**config.mk**
```make
export PLATFORM = sky130hd
export DESIGN_NAME = serial_divider
export DESIGN_NICKNAME = d
export VERILOG_FILES = /design/src/rtl/serial_divider.sv
export SDC_FILE = /design/constraint.sdc
export NUM_CORES = 1
export LEC_CHECK = 0
export CAP_MARGIN = 5
export CORE_ASPECT_RATIO = 1.75
export CORE_MARGIN = 2
export CORE_UTILIZATION = 52
export DETAILED_ROUTE_END_ITERATION = 10
export GPL_TIMING_DRIVEN = 0
export PLACE_DENSITY = 0.9
export SLEW_MARGIN = 30
export SYNTH_ARGS = -nofsm -noshare
export SYNTH_HDL_FRONTEND = slang
export SYNTH_SLANG_ARGS = --single-unit
```
**constraint.sdc**
```tcl
create_clock -name clk -period 4.58 [get_ports clk]
set_clock_uncertainty 0.1 [all_clocks]
set_input_delay 0.916 -clock clk [delete_from_list [all_inputs] [get_ports clk]]
set_output_delay 0.916 -clock clk [all_outputs]
set_load 0.01 [all_outputs]
```
**src/rtl/serial_divider.sv**
```systemverilog
// Sequential restoring divider: one quotient bit per clock, unsigned N-bit operands.
// A zero divisor completes in one cycle with an all-ones quotient and the dividend as remainder.
module serial_divider #(
  parameter int unsigned N = 8
) (
  input  logic         clk,
  input  logic         rst_n,
  input  logic         start,
  input  logic [N-1:0] dividend,
  input  logic [N-1:0] divisor,
  output logic [N-1:0] quotient,
  output logic [N-1:0] remainder,
  output logic         busy,
  output logic         done,
  output logic         div_by_zero
);

  localparam int unsigned CW = $clog2(N);

  typedef enum logic [1:0] {S_IDLE, S_RUN, S_DONE} state_t;

  state_t        r_state, w_next;
  logic [N-1:0]  r_r, r_q, r_d;
  logic [CW-1:0] r_count;

  logic [N:0]    w_t, w_b, w_s;
  logic          w_nobrw, w_last, w_accept;
  logic [N-1:0]  w_new_r, w_new_q;

  // T - D formed as T + ~{0,D} + 1 with generate/propagate carry chain
  always_comb begin
    logic carry;
    w_t   = {r_r, r_q[N-1]};
    w_b   = ~{1'b0, r_d};
    w_s   = '0;
    carry = 1'b1;
    for (int unsigned i = 0; i < N + 1; i++) begin
      w_s[i] = w_t[i] ^ w_b[i] ^ carry;
      carry  = (w_t[i] & w_b[i]) | ((w_t[i] ^ w_b[i]) & carry);
    end
  end

  assign w_nobrw  = ~w_s[N];
  assign w_new_r  = w_nobrw ? w_s[N-1:0] : w_t[N-1:0];
  assign w_new_q  = {r_q[N-2:0], w_nobrw};
  assign w_last   = (r_count == CW'(N - 1));
  assign w_accept = start && (r_state != S_RUN);

  always_ff @(posedge clk or negedge rst_n) begin
    if (!rst_n) r_state <= S_IDLE;
    else        r_state <= w_next;
  end

  always_comb begin
    w_next = r_state;
    case (r_state)
      S_IDLE, S_DONE: begin
        if (w_accept) w_next = (divisor == '0) ? S_DONE : S_RUN;
        else          w_next = S_IDLE;
      end
      S_RUN:   if (w_last) w_next = S_DONE;
      default: w_next = S_IDLE;
    endcase
  end

  always_ff @(posedge clk or negedge rst_n) begin
    if (!rst_n) begin
      r_r         <= '0;
      r_q         <= '0;
      r_d         <= '0;
      r_count     <= '0;
      quotient    <= '0;
      remainder   <= '0;
      div_by_zero <= 1'b0;
    end else if (w_accept) begin
      if (divisor == '0) begin
        quotient    <= '1;
        remainder   <= dividend;
        div_by_zero <= 1'b1;
      end else begin
        r_d     <= divisor;
        r_q     <= dividend;
        r_r     <= '0;
        r_count <= '0;
      end
    end else if (r_state == S_RUN) begin
      r_r     <= w_new_r;
      r_q     <= w_new_q;
      r_count <= r_count + CW'(1);
      if (w_last) begin
        quotient    <= w_new_q;
        remainder   <= w_new_r;
        div_by_zero <= 1'b0;
      end
    end
  end

  assign busy = (r_state == S_RUN);
  assign done = (r_state == S_DONE);

endmodule

```
==> results.toml <==
[outcome]
status = "completed"

[drt]
wl_met3_um = 197
routedWlPerCell_um = 16.8
drt_iter0_markers = 61
wl_met2_um = 2620
firstDrtPassIters = 4
drc_errors = 0
vias = 1620
top_layer = "met4"
routed_wl_um = 4660
viasPerCell = 5.83
wl_met1_um = 1660
ant_nets = 0

[placement]
hpwlAfterDp_um = 3430
port_buffers = 37
postPlaceCellArea_um2 = 2570
globalplace.congestion = 0.840

[finish]
fillCellCount = 288
multi_input_area_um2 = 871
register_area_um2 = 1150
post-route-util_pct = 69.7
finalNetCount = 258
final_cell_mix = "dfrtp_1, clkdlybuf4s50_1, inv_1"
syn_to_final_growth_pct = 26.8
mostFrequentLayoutCell = "dfrtp_1"
n_antenna_cell = 0
stdcell_area_um2 = 2720
drive_gt1_share_pct = 12.2

[clock_network]
htreeDepth = 2
numCtsBuffers = 5
clockRootBuffer = "clkbuf_8"
clk_pin_slew_worst_paths_ns = 0.09
postCtsSetupBuffers = 0
hold_buffers = 0
cts_tree = "built"
insertion_delay_ns = 0.31
clk_path_buf_depth = 2
clkSinkCount = 46
cts_resized = 1

[sta]
hold_viol = 0
max_freq_mhz = 226
tns_ns = 0
drv_slew = 0
setup_viol = 0
fin_crit_ns = 4.43
slew_headroom_pct = 56.9
tightest_slew_ns = 0.644
period_share_pct = 96.7

[floorplan]
start_util_pct = 55.0
io_pins = 38
num_rows = 30
die_x_um = 52.6
core_um2 = 3900
dieArea_um2 = 4680
die_y_um = 89.0

[worst_setup_path]
startpoint = "r_q[7]$_DFFE_PN0P_"
reg2reg_depth = 15
slowest_stage = "dfrtp_1"
critPathCaptureType = "flop"
r2r-end = "remainder[6]$_DFFE_PN0P_"
critPathMaxFanout = 10
required_ns = 4.68
path_cells = "inv_1 -> ha_1 -> inv_1 -> fa_1 -> fa_1 -> fa_1 -> fa_1 -> fa_1 -> inv_1 -> fa_1 -> fa_1 -> xor2_1 -> clkbuf_4 -> o21ai_0 -> a221o_1"
r2r_slack_ns = 0.15
slowest_delay_ns = 0.40
cp_common_cell = "fa_1"
crit_arrival_ns = 4.53
start_kind = "flop"
rr_startpoint = "r_q[7]$_DFFE_PN0P_"
worstSetupPathType = "reg -> reg"

[logic_synthesis]
ys_warn_count = 0
yosys.area.top_type = "dfrtp_1"
syn_nets = 214
synthesis.area_um2 = 2150
avgSynthCellArea_um2 = 11.6
synth_cell_types = 31
synth_area_leaders = "dfrtp_1, fa_1, mux2_2"
synth_top_area_share_pct = 53.6
synth.yosys.seq_area_share_pct = 53.6
synthCells = 185
ys_ff_latch = 46

[global_route]
antenna_found_initial = 0
grt_pass1_wl_um = 7810
grtUsageTotal_pct = 23.4
overflow = 0
grt_pass1_vias = 1660
grt_max_degree = 47

[min_path]
min_from = "div_by_zero$_DFFE_PN0P_"
hold_class = "reg -> reg"
holdPathEnd = "div_by_zero$_DFFE_PN0P_"
holdPathStages = 2

[pwr]
p_leak_uw = 0.00121
p_comb_share_pct = 47.8
p_per_area_nw_per_um2 = 775
p_switching_uw = 766
clock_power_share_pct = 17.5
total_power_uw = 2110
intPower_uw = 1340
ir_drop_mv = 0.431
p_seq_share_pct = 34.7
switching_share_pct = 36.3

[flow_run]
cap_violations = 0
==> logic make-up after synthesis <==
group / count (synthesis) / synth area share, %
muxes: 14 / 7.06
xor gates and xnor gates: 1 / 0.408
DFF: 46 / 53.6
buffers and inverters: 30 / 5.77
adders and majority gates: 10 / 8.28
AOI/OAI and AO/OA: 48 / 15.3
and+or+nand+nor: 36 / 9.50
==> stage by stage <==
step | instances | hold slack (ns) | worst slack (ns)
2_1_floorplan | 185 | 0.366 | 0.423
3_3_place_gp | 270 | 0.363 | -0.0487
3_5_place_dp | 270 | 0.371 | -0.0868
4_1_cts | 278 | 0.393 | 0.115
5_1_grt | 278 | 0.421 | -0.00421
6_report | 278 | 0.387 | 0.149
==> synth_stat cells <==
master and instances:
o21ai_0 5, o2bb2ai_1 5, or4_4 2, or4b_4 1, nand2_1 12, a221o_1 3, and2_1 2, and3_1 3
mux2i_1 5, fa_1 7, nand2b_1 1, a21oi_1 14, a22o_1 5, dfrtp_1 46, a221oi_1 1, ha_1 3
o22ai_1 8, o211ai_2 1, inv_1 18, nor2b_1 1, clkbuf_1 7, o211ai_1 6, buf_1 1, mux2_2 9
buf_6 1, nor4b_2 1, nor2_1 1, buf_2 3, xor2_1 1, nand3_1 5, nor3_1 7
==> state kept, by name, indices dropped and copies added (netlist names) <==
signal,count
div_by_zero,1
r_r,8
r_state,2
r_count,3
quotient,8
r_d,8
r_q,8
remainder,8
==> power by group through the flow <==
| stage | Combinational (uW) | Sequential (uW) | Clock (uW) |
|---|---|---|---|
| after global placement | 960 | 732 | 0 |
| after floorplan | 630 | 747 | 0 |
| after detailed placement | 996 | 740 | 0 |
| after CTS | 1010 | 731 | 373 |
| after global routing | 1130 | 756 | 390 |
| final | 1010 | 732 | 368 |
==> metal layers <==
layer  GRT usage, %  vias to the layer above
met1           25.9                      795
met5              0                        -
met2           40.3                       58
met4           12.8                        0
met3           5.52                       18
li1               -                      749
==> worst max-delay path: cells and delay by family (launching register included) <==
kind            cells  cell delay (ns)
buf+inv             4             0.53
fa+ha+maj           8             2.49
flops               1             0.40
xor+xnor            1             0.30
compound gates      2             0.50
==> worst max path at each step <==
stage,slack (ns),depth (start not counted),to
3_5_place_dp,-0.09,15,remainder[6]$_DFFE_PN0P_
6_report,0.15,15,remainder[6]$_DFFE_PN0P_
3_3_place_gp,-0.05,15,remainder[6]$_DFFE_PN0P_
2_1_floorplan,0.42,15,remainder[7]$_DFFE_PN0P_
5_1_grt,-0.004,15,remainder[7]$_DFFE_PN0P_
4_1_cts,0.12,15,remainder[7]$_DFFE_PN0P_
==> layout make-up <==
type | count | area share (%)
Clock inverter | 2 | 2.21
Timing Repair Buffer | 37 | 13.5
Tap cell | 48 | 2.21
Buffer | 12 | 2.21
Inverter | 18 | 2.48
Multi-Input combinational cell | 109 | 32.0
Sequential cell | 46 | 42.3
Clock buffer | 6 | 3.04
Note: power is estimated with default switching activity, not from simulation.
